## src/rtl/mem_port_arbiter.sv

```systemverilog
// mem_port_arbiter
// Shares data-memory port 2 between the CPU load/store path and the external
// debug/program loader. Each grant runs a fixed IDLE -> ACCESS -> WAIT -> RESP
// sequence, so every access takes exactly four cycles from grant to idle.
// EXT may keep ownership across a locked burst, but only for MAX_BURST grants
// while the CPU is waiting.
module mem_port_arbiter #(
    parameter int unsigned MAX_BURST = 16
) (
    input  logic        CLK,
    input  logic        RST,
    input  logic        cpu_req,
    input  logic        cpu_we,
    input  logic [31:0] cpu_addr,
    input  logic [31:0] cpu_wdata,
    input  logic [1:0]  cpu_size,
    input  logic        cpu_sign,
    output logic        cpu_stall,
    output logic        cpu_done,
    output logic [31:0] cpu_rdata,
    input  logic        ext_req,
    input  logic        ext_we,
    input  logic        ext_lock,
    input  logic [31:0] ext_addr,
    input  logic [31:0] ext_wdata,
    output logic        ext_done,
    output logic [31:0] ext_rdata,
    output logic        mem_rden2,
    output logic        mem_we2,
    output logic [31:0] mem_addr2,
    output logic [31:0] mem_din2,
    output logic [1:0]  mem_size,
    output logic        mem_sign,
    input  logic [31:0] mem_dout2
);

    typedef enum logic [1:0] {
        ST_IDLE   = 2'd0,
        ST_ACCESS = 2'd1,
        ST_WAIT   = 2'd2,
        ST_RESP   = 2'd3
    } state_t;

    localparam logic       OWN_CPU     = 1'b0;
    localparam logic       OWN_EXT     = 1'b1;
    localparam logic [7:0] MAX_BURST_C = 8'(MAX_BURST);

    // Burst counter stops at 255 instead of wrapping back into lock range.
    function automatic logic [7:0] sat_inc8(input logic [7:0] v);
        logic [7:0] r;
        if (v == 8'hFF) begin
            r = 8'hFF;
        end else begin
            r = v + 8'd1;
        end
        return r;
    endfunction

    state_t      state_q, state_d;
    logic        owner_q, owner_d;
    logic        last_owner_q, last_owner_d;
    logic [7:0]  burst_cnt_q, burst_cnt_d;
    logic [31:0] rdata_q, rdata_d;
    logic        lock_win;
    logic        winner;

    // State and datapath registers; last_owner resets to EXT so the CPU wins the first tie.
    always_ff @(posedge CLK or posedge RST) begin
        if (RST) begin
            state_q      <= ST_IDLE;
            owner_q      <= OWN_CPU;
            last_owner_q <= OWN_EXT;
            burst_cnt_q  <= 8'd0;
            rdata_q      <= 32'd0;
        end else begin
            state_q      <= state_d;
            owner_q      <= owner_d;
            last_owner_q <= last_owner_d;
            burst_cnt_q  <= burst_cnt_d;
            rdata_q      <= rdata_d;
        end
    end

    // Winner selection: locked EXT burst first, then sole requester, then alternate.
    always_comb begin
        lock_win = last_owner_q & (burst_cnt_q != 8'd0) & ext_req &
                   (burst_cnt_q < MAX_BURST_C);
        winner   = OWN_CPU;
        if (lock_win) begin
            winner = OWN_EXT;
        end else if (cpu_req & ~ext_req) begin
            winner = OWN_CPU;
        end else if (ext_req & ~cpu_req) begin
            winner = OWN_EXT;
        end else begin
            winner = ~last_owner_q;
        end
    end

    // Sequencer next-state; requests are only looked at in IDLE.
    always_comb begin
        state_d      = state_q;
        owner_d      = owner_q;
        last_owner_d = last_owner_q;
        burst_cnt_d  = burst_cnt_q;
        rdata_d      = rdata_q;
        case (state_q)
            ST_IDLE: begin
                if (cpu_req | ext_req) begin
                    owner_d = winner;
                    state_d = ST_ACCESS;
                end else begin
                    state_d = ST_IDLE;
                end
            end
            ST_ACCESS: begin
                state_d = ST_WAIT;
            end
            ST_WAIT: begin
                rdata_d = mem_dout2;
                state_d = ST_RESP;
            end
            ST_RESP: begin
                last_owner_d = owner_q;
                if ((owner_q == OWN_EXT) && ext_lock) begin
                    burst_cnt_d = sat_inc8(burst_cnt_q);
                end else begin
                    burst_cnt_d = 8'd0;
                end
                state_d = ST_IDLE;
            end
            default: begin
                state_d = ST_IDLE;
            end
        endcase
    end

    // Memory pins carry the owner's fields only during ACCESS; done/rdata only in RESP.
    always_comb begin
        mem_rden2 = 1'b0;
        mem_we2   = 1'b0;
        mem_addr2 = 32'd0;
        mem_din2  = 32'd0;
        mem_size  = 2'b00;
        mem_sign  = 1'b0;
        cpu_done  = 1'b0;
        cpu_rdata = 32'd0;
        ext_done  = 1'b0;
        ext_rdata = 32'd0;
        if (state_q == ST_ACCESS) begin
            if (owner_q == OWN_EXT) begin
                mem_rden2 = ~ext_we;
                mem_we2   = ext_we;
                mem_addr2 = ext_addr;
                mem_din2  = ext_wdata;
                mem_size  = 2'b10;
                mem_sign  = 1'b0;
            end else begin
                mem_rden2 = ~cpu_we;
                mem_we2   = cpu_we;
                mem_addr2 = cpu_addr;
                mem_din2  = cpu_wdata;
                mem_size  = cpu_size;
                mem_sign  = cpu_sign;
            end
        end else begin
            mem_rden2 = 1'b0;
            mem_we2   = 1'b0;
        end
        if (state_q == ST_RESP) begin
            if (owner_q == OWN_EXT) begin
                ext_done  = 1'b1;
                ext_rdata = rdata_q;
            end else begin
                cpu_done  = 1'b1;
                cpu_rdata = rdata_q;
            end
        end else begin
            cpu_done = 1'b0;
            ext_done = 1'b0;
        end
    end

    assign cpu_stall = cpu_req & ~cpu_done;

endmodule

```

## config.mk

```make
export PLATFORM = sky130hd
export DESIGN_NAME = mem_port_arbiter
export DESIGN_NICKNAME = d
export VERILOG_FILES = /design/src/rtl/mem_port_arbiter.sv
export SDC_FILE = /design/constraint.sdc
export NUM_CORES = 1
export LEC_CHECK = 0
export CORE_MARGIN = 10
export CORE_UTILIZATION = 35
export DETAILED_ROUTE_END_ITERATION = 10
export HOLD_SLACK_MARGIN = 0.08
export PLACE_DENSITY_LB_ADDON = 0.2
export SLEW_MARGIN = 20
export SYNTH_ARGS = -nofsm -noshare
export SYNTH_HDL_FRONTEND = slang
export SYNTH_SLANG_ARGS = --single-unit
```

## constraint.sdc

```tcl
create_clock -name CLK -period 2.5 [get_ports CLK]
set_input_delay 0.25 -clock CLK [delete_from_list [all_inputs] [get_ports CLK]]
set_output_delay 0.25 -clock CLK [all_outputs]
set_load 0.1 [all_outputs]
```

==> key figures <==
Synth
  – Leading post-synthesis cells by cell area: sky130_fd_sc_hd__dfrtp_1 31%, sky130_fd_sc_hd__mux2i_1 19%, sky130_fd_sc_hd__nor2b_1 12%, sky130_fd_sc_hd__mux2_2 10%, sky130_fd_sc_hd__and2_1 6.1%
  – Predominant post-synthesis flop cell: sky130_fd_sc_hd__dfrtp_1
  – Leading area contributor after synthesis: sky130_fd_sc_hd__dfrtp_1
  – Number of synthesized flops with an enable pin: 0
  – Cell Area, Synth: 3510 µm²
  – Register bit count reported by yosys: 44
  – Sequential cell area fraction in the yosys report: 31.4%
  – Share of the synthesized area in the top cell type: 30.7%
  – Number of cells produced by synthesis: 367
  – Number of nets in the synthesized netlist: 543
  – Share of async-settable or async-resettable flops after synthesis: 100%
  – Yosys Warn Count: 0
  – Mean cell area of the mapped netlist: 9.55 µm²
  – Distinct cell type count of the synthesized netlist: 39

Clocking
  – Number of buffers inserted for hold repair after clock tree synthesis: 0
  – CTS tree: yes
  – H-tree levels: 2
  – Inserted Clock Buffers: 5
  – CTS Buffer Depth: 2
  – Latest clock arrival within the worst-skew pair: 0.31 ns
  – Cell at the root of the clock tree: sky130_fd_sc_hd__clkbuf_8
  – Cts repair resizes: 0
  – Number of sinks on the clock net: 44
  – Clock-pin slew reported for the worst setup and hold paths after clock tree synthesis: 0.09 ns
  – Buffer count from post-CTS setup fixing: 0

STA
  – Minimum period implied by the final worst setup slack: 2.36 ns
  – Number of endpoints failing setup at the final stage: 0
  – Post-Route Setup TNS: 0 ns
  – Slew headroom: 56.1%
  – Final hold violation count: 0
  – RSZ-0062 raised after global routing: false
  – Max Transition Viols Final: 0
  – F_max: 0.424 GHz
  – Period utilisation layout: 94.2%
  – Measured slew at the worst slew-check pin: 0.657 ns
  – Clock skew after layout: 0.0103 ns

Floorplanning
  – Floorplan row count: 36
  – Core ar.: 9770 µm²
  – Die height: 120 µm
  – Die Span X: 120 µm
  – Initial Util: 35.9%
  – # IOs: 306
  – Die Outline Area: 14,400 µm²

Outcome
  – Run status: completed

Global route
  – Pin count of the biggest net entering global routing: 70
  – Antenna violations before repair: 0
  – Global-route usage over all layers: 27.3%
  – Global-route wire length before repair: 29.9 mm
  – Vias in the first global route: 4,570
  – Remaining global-route overflow: 0

Worst setup path
  – Worst Path Required: 2.25 ns
  – Type of the setup path with the least slack: reg -> out
  – Worst-path fanout max: 49
  – Launching element type of the critical path: flop
  – Critical path launch point: owner_q
  – RR Startpoint: state_q[1]
  – Critical path data arrival time: 2.11 ns
  – Category of the worst setup path capture point: output port

Detailed routing
  – Pre-Repair DR Iteration Count: 7
  – Total length of routed wires: 20.3 mm
  – WL per Instance: 25.7 µm
  – # DRC: 0
  – Total vias in the final route: 4,050
  – Count of nets left with antenna violations after detail routing: 0
  – Initial DRC count: 233
  – Detail-routed via count per cell: 5.13

Cells and area
  – Combined area of the multi-input logic cells: 2340 µm²
  – Fraction of layout instances using a drive strength above 1: 35.9%
  – Register area: 1110 µm²
  – Final core utilization: 84.3%
  – Final-layout fill cell count: 507
  – Antenna Diode Count: 0
  – Synth-to-Final Area Change: 135%
  – Net count of the finished layout: 832
  – Final standard cell area without fillers: 8240 µm²

Job
  – Max capacitance violation total: 0

Power and ir drop
  – Power Density: 1380 nW/µm²
  – Peak supply drop: 0.00107 V
  – Leakage power: 3.49 nW

Place
  – Routability cong.: 0.928
  – Post-DP Area: 8160 µm²
  – Number of buffer cells added on primary ports: 305
  – Post-detailed-placement half-perimeter wirelength: 17.0 mm

Hold path
  – Kind of path behind the tightest hold check: in -> async
registers in the layout, indices dropped and copies added, names as in the netlist:
signal / flops
last_owner_q: 1
burst_cnt_q: 8
state_q: 2
rdata_q: 32
owner_q: 1
worst max-delay path: stages (launching register included):
cell and delay (ns):
sky130_fd_sc_hd__dfrtp_4 0.80, sky130_fd_sc_hd__buf_4 0.38, sky130_fd_sc_hd__mux2i_1 0.13, sky130_fd_sc_hd__nor2b_1 0.26, sky130_fd_sc_hd__buf_12 0.22
where the power goes:
group	switching, W	leakage (nW)	total [W]	internal, W
Clock	0.000252	0.0422	0.000449	0.000197
Sequential	0.000368	0.529	0.00141	0.00104
Combinational	0.00597	2.92	0.00948	0.00350
path summary, 6_finish.rpt:
path / endpoint / slack (ns) / depth (start not counted)
worst min-delay path: rdata_q[26] / 0.32 / 2
worst max register to register: burst_cnt_q[7] / 0.71 / 5
min in group CLK: rdata_q[28] / 0.54 / 1
max in group asynchronous: rdata_q[4] / 1.58 / 3
worst min register to register: rdata_q[28] / 0.54 / 1
worst max-delay path: mem_addr2[15] / 0.14 / 4
layout by cell type (no fill, tap or decap), drive strengths merged, types with 3 or more instances in the layout:
cell type / n
clkdlybuf4s50: 169
buf: 144
mux2i: 65
and2: 34
dfrtp: 43
ha: 6
a22o: 3
clkbuf: 7
nor2b: 66
inv: 12
nand3: 5
and3: 33
a21oi: 4
mux2: 32
o21ai: 4
metal layers:
layer  vias to the layer above  share of wire (%)  global-route usage [%]
met5                         -                  0                       0
met4                         0                2.7                    8.14
met3                        30                 10                    11.8
met2                       214                 55                    51.7
met1                      1960                 32                    26.0
li1                       1846                  -                       -
logic make-up (layout without fill, tap and decap cells):
family / Yosys count / after routing / share of synthesized area, %
and+or+nand+nor: 150 / 150 / 26.8
muxes: 97 / 97 / 28.8
DFF: 44 / 44 / 31.4
buffers and inverters: 43 / 333 / 5.35
AOI/OAI and AO/OA: 27 / 27 / 5.46
adders and majority gates: 6 / 6 / 2.14
synthesized netlist by cell type (3+ instances only):
| cell | count |
|---|---|
| sky130_fd_sc_hd__ha_1 | 6 |
| sky130_fd_sc_hd__inv_1 | 11 |
| sky130_fd_sc_hd__dfrtp_1 | 43 |
| sky130_fd_sc_hd__buf_4 | 4 |
| sky130_fd_sc_hd__nor2b_1 | 66 |
| sky130_fd_sc_hd__mux2_2 | 32 |
| sky130_fd_sc_hd__nand3_1 | 4 |
| sky130_fd_sc_hd__and2_1 | 34 |
| sky130_fd_sc_hd__a22o_1 | 3 |
| sky130_fd_sc_hd__mux2i_1 | 65 |
| sky130_fd_sc_hd__a21oi_1 | 4 |
| sky130_fd_sc_hd__o21ai_0 | 4 |
| sky130_fd_sc_hd__clkbuf_1 | 18 |
| sky130_fd_sc_hd__buf_2 | 9 |
| sky130_fd_sc_hd__and3_1 | 33 |
metrics by stage:
step	hold slack [ns]	setup WS [ns]	power (W)	std cells
after floorplan	0.402	0.00139	0.00739	367
after global placement	0.499	0.623	0.0107	782
after detailed placement	0.510	0.522	0.0109	782
after CTS	0.345	0.144	0.0114	790
after global routing	0.373	0.0721	0.0117	790
final	0.321	0.144	0.0113	790
layout make-up:
class,count,area share [%]
repair buffers,313,54.6
inverters,12,0.547
flip-flops and latches,44,13.4
clock inverters,1,0.0608
multi-input cells,280,28.4
well taps,133,2.02
clock buffers,7,0.927
No activity file was read; power rests on OpenSTA's default activity.
==> edit 1 (same flow settings) <==
Re-encode `state_t` (4 states) as Gray code, 2 bits wide.
--- a/src/rtl/mem_port_arbiter.sv
+++ b/src/rtl/mem_port_arbiter.sv
@@ -37,6 +37,6 @@
     typedef enum logic [1:0] {
-        ST_IDLE   = 2'd0,
-        ST_ACCESS = 2'd1,
-        ST_WAIT   = 2'd2,
-        ST_RESP   = 2'd3
+        ST_IDLE   = 2'b00,
+        ST_ACCESS = 2'b01,
+        ST_WAIT   = 2'b11,
+        ST_RESP   = 2'b10
     } state_t;
Check against the original RTL: no difference found for any inputs over 10 cycles, from zero or initial values and one cycle with RST high; not proved beyond that.
==> edit 1 against the original RTL <==
Critical path depth stayed put; combinational power down 3.4%; sequential cell count unchanged; utilization rose by 1.0 points; cell count is 2.9% lower; wire length is 5.3% lower; area after synthesis decreased by 6.7%; total power down 3.4%; design area decreased by 5.2%; clock skew increased by 0.0022 ns; setup slack gained 0.040 ns; hold slack improved by 0.0032 ns; via count decreased by 4.1%.
==> edit 1: results <==
[finish]
n_antenna_cell = 0
num-fill-cells = 446
stdcell_area_mm2 = 0.00781
drive_gt1_share_pct = 30.9
nets = 827
reg_top3 = rdata_q: 32 flops, burst_cnt_q: 8 flops, state_q: 2 flops

[worst_hold_path]
hp-class = primary input to asynchronous set/reset pin

[cts]
postCtsSetupRepairBufs = 0
clk-insertion-delay-late_ns = 0.29
cts_root_buf = clkbuf_8
path_clk_slew_ns = 0.09
cts_max_path_buffers = 2
cts.repair.resized = 0
cts_buffers = 5
cts_htree_levels = 2

[drt]
drtIter0Drc = 310
postRouteAntennaNets = 0
first_pass_iters = 4
viasPerCell = 5.06
wl_per_cell_um = 25.0
vias = 3883

[power_and_ir_drop]
ir_worst_vdd_uv = 928
p_leak_nw = 3.32

[timing]
relSlewSlack_pct = 43.1
skew_ns = 0.0125
timing.final.hold_violations = 0

[worst_setup_path]
cp_max_fo = 34
arrival_ns = 2.07

[logic_synthesis]
yosys-top-cells-area = dfrtp_1 33%, mux2i_1 20%, and2_1 12%
syn-num-nets = 531
synthFlopType = dfrtp_1
syn_area_per_cell_um2 = 9.11
synth_warnings = 0
synth_commonest_cells = 70 x nor2_1, 65 x and2_1, 65 x mux2i_1, 43 x dfrtp_1, 32 x mux2_2
synth-seq-area-share_pct = 33.7
synth_cell_types = 34
async_flop_share_pct = 100
synth_edf_count = 0

[status]
status = finished, final reports clean

[global_routing]
grt.total_usage_pct = 26.7
grt_pass1_vias = 4210
antenna_found_initial = 0
grt_max_degree = 35
grt_pass1_wl_mm = 27.1

[placement]
port_buffers = 305
gp_congestion = 0.927
placedCellCount = 759
place_area_mm2 = 0.00772
dpl_worst_slack_ns = 0.514
hpwl_mm = 16.6
[edit 1: cell types whose count changed after synthesis, moves of 3 or more]
cell      before  now
buf_4          4    0
and2_1        34   65
inv_1         11    4
nor2_1         2   70
clkbuf_1      18   13
buf_2          9   12
nor2b_1       66    3
and3_1        33    2
ha_1           6    2
o21ai_0        4   11
[edit 1: final timing paths]
kind | end | from | depth (start not counted) | slack [ns]
setup / recovery | mem_din2[0] | state_q[1] | 4 | 0.18
hold / removal | rdata_q[10] | RST | 2 | 0.32
setup reg to reg | burst_cnt_q[7] | owner_q | 5 | 0.62
hold reg to reg | state_q[1] | state_q[0] | 0 | 0.51
max in group asynchronous | rdata_q[13] | RST | 3 | 1.42
min in group CLK | state_q[1] | state_q[0] | 0 | 0.51
[edit 1: logic make-up (layout without fill, tap and decap cells)]
kind of cell             after synthesis  in the layout  share of synthesized area [%]
buffers and inverters                 32            329                           4.59
AO/OA/AOI/OAI                         25             25                           4.90
adder cells (fa/ha/maj)                2              2                          0.765
flip-flops                            44             44                           33.7
AND/OR/NAND/NOR                      159            159                           25.1
multiplexers                          97             97                           30.9
[edit 1: report_power, final]
part	total [mW]	switching (mW)	internal [mW]
clock	0.446	0.250	0.196
sequential	1.34	0.307	1.03
combinational	9.16	5.93	3.24
[edit 1: area by class of cell]
type                    count  share of cell area [%]
inverters                   4                   0.192
repair buffers            317                    56.6
multi-input cells         283                    26.2
clock buffers               6                   0.929
flip-flops and latches     44                    14.2
well taps                 111                    1.78
clock inverters             2                   0.160
[edit 1: metal layers]
| metal | up-vias | wire [um] | track usage (%) |
|---|---|---|---|
| li1 | 1796 | - | - |
| met5 | - | 0 | 0 |
| met2 | 198 | 10400 | 49.7 |
| met1 | 1865 | 6170 | 25.9 |
| met3 | 24 | 2210 | 12.2 |
| met4 | 0 | 465 | 7.50 |
[edit 1: worst max-delay path, stage by stage, from the launching register on]
cell,delay [ns]
dfrtp_1,0.45
or2b_2,0.56
buf_12,0.27
nor2_1,0.25
buf_12,0.22
==> edit 2 (same settings) <==
Without the edit above. Set the parameter `MAX_BURST` to 15 (it was 16).
--- a/src/rtl/mem_port_arbiter.sv
+++ b/src/rtl/mem_port_arbiter.sv
@@ -7,3 +7,3 @@
 module mem_port_arbiter #(
-    parameter int unsigned MAX_BURST = 16
+    parameter int unsigned MAX_BURST = 15
 ) (
Behaviour: no difference found for any inputs over 10 cycles, from zero or initial values and one cycle with RST high; that may be too few to reach the edited logic, so the function may still have changed.
==> edit 2 against the original RTL <==
Non-clock buffer count did not move; sequential cell count is the same; area after synthesis fell by 0.29%; setup slack improved by 0.11 ns; clock skew down 0.0060 ns; wire length up 0.74%; combinational power rose by 9%; total power rose by 7.5%; critical path type unchanged; clock power rose by 4%; design area is essentially flat; largest power group unchanged; cell count fell by 0.51%.
==> edit 2: results <==
[drt]
wl_per_cell_um = 26.0
first_pass_iters = 5
drtIter0Drc = 234
viasPerCell = 5.18

[logic_synthesis]
yosys-top-cells-area = dfrtp_1 31%, mux2i_1 19%, nor2b_1 12%
syn-num-nets = 538
syn_area_per_cell_um2 = 9.66
synth-seq-area-share_pct = 31.5

[finish]
nets = 827
fin_cells = 786
drive_gt1_share_pct = 37.6
num-fill-cells = 502

[worst_setup_path]
arrival_ns = 1.99
cp_max_fo = 27

[status]
status = finished, final reports clean

[timing]
skew_ns = 0.00430
relSlewSlack_pct = 62.8

[global_routing]
grt_pass1_wl_mm = 29.6
antenna_found_initial = 1
grt.total_usage_pct = 26.9
grt_pass1_vias = 4540
grt_max_degree = 57

[power_and_ir_drop]
ir_worst_vdd_uv = 1020
power.internal_mw = 5.04
p_leak_nw = 3.56

[placement]
place_area_mm2 = 0.00815
gp_congestion = 0.912
placedCellCount = 777
hpwl_mm = 16.9

[cts]
clk-insertion-delay-late_ns = 0.29
cts_buffers = 5
cts_htree_levels = 2
-- edit 2: final timing paths --
check	from	slack (ns)	end	cells after the start
setup / recovery	owner_q	0.26	mem_addr2[4]	4
hold / removal	RST	0.42	burst_cnt_q[1]	3
setup reg to reg	state_q[1]	0.51	burst_cnt_q[3]	5
hold reg to reg	rdata_q[24]	0.54	rdata_q[24]	1
max in group asynchronous	RST	1.66	owner_q	3
min in group CLK	rdata_q[24]	0.54	rdata_q[24]	1
-- edit 2: kinds of logic (layout without fill, tap and decap cells) --
group           after synthesis  after routing  synth area share, %
simple gates                155            155                 27.3
mux                          97             97                 28.9
flops                        44             44                 31.5
buf+inv                      38            328                 4.80
compound gates               22             22                 5.33
fa+ha+maj                     6              6                 2.15
other cells                   0              1                    0
-- edit 2: layout make-up --
class                           instances  area share [%]
Timing Repair Buffer                  313            54.5
Multi-Input combinational cell        280            28.7
Clock buffer                            8            1.09
Tap cell                              133            2.02
Inverter                                7           0.319
Antenna cell                            1          0.0304
Sequential cell                        44            13.4
-- edit 2: critical path, cell delays in order, from the launching register on --
cell and delay (ns):
dfrtp_4 0.61, buf_4 0.45, mux2i_1 0.15, nor2b_1 0.25, buf_12 0.21
-- edit 2: power groups by stage --
| stage | Combinational [mW] | Sequential [mW] | Clock [mW] |
|---|---|---|---|
| 2_1_floorplan | 6.70 | 1.19 | 0 |
| 3_3_place_gp | 10.1 | 1.35 | 0 |
| 3_5_place_dp | 10.3 | 1.39 | 0 |
| 4_1_cts | 10.4 | 1.39 | 0.472 |
| 5_1_grt | 10.6 | 1.44 | 0.505 |
| 6_report | 10.3 | 1.41 | 0.465 |
-- edit 2: stage by stage --
stage / worst slack [ns] / util [%] / total power [mW]
finish: 0.258 / 84.3 / 12.2
floorplan: -0.0724 / - / 7.89
detailed placement: 0.605 / 83.3 / 11.7
global route: 0.152 / 84.3 / 12.5
global placement: 0.668 / 83.3 / 11.5
CTS: 0.260 / 84.3 / 12.2
-- edit 2: layer usage --
metal | global-route usage (%) | vias to the layer above | part of all wire, %
met5 | 0 | - | 0
met3 | 11.7 | 34 | 9.9
li1 | - | 1838 | -
met4 | 7.69 | 0 | 2.4
met2 | 51.1 | 206 | 56
met1 | 25.6 | 1997 | 32
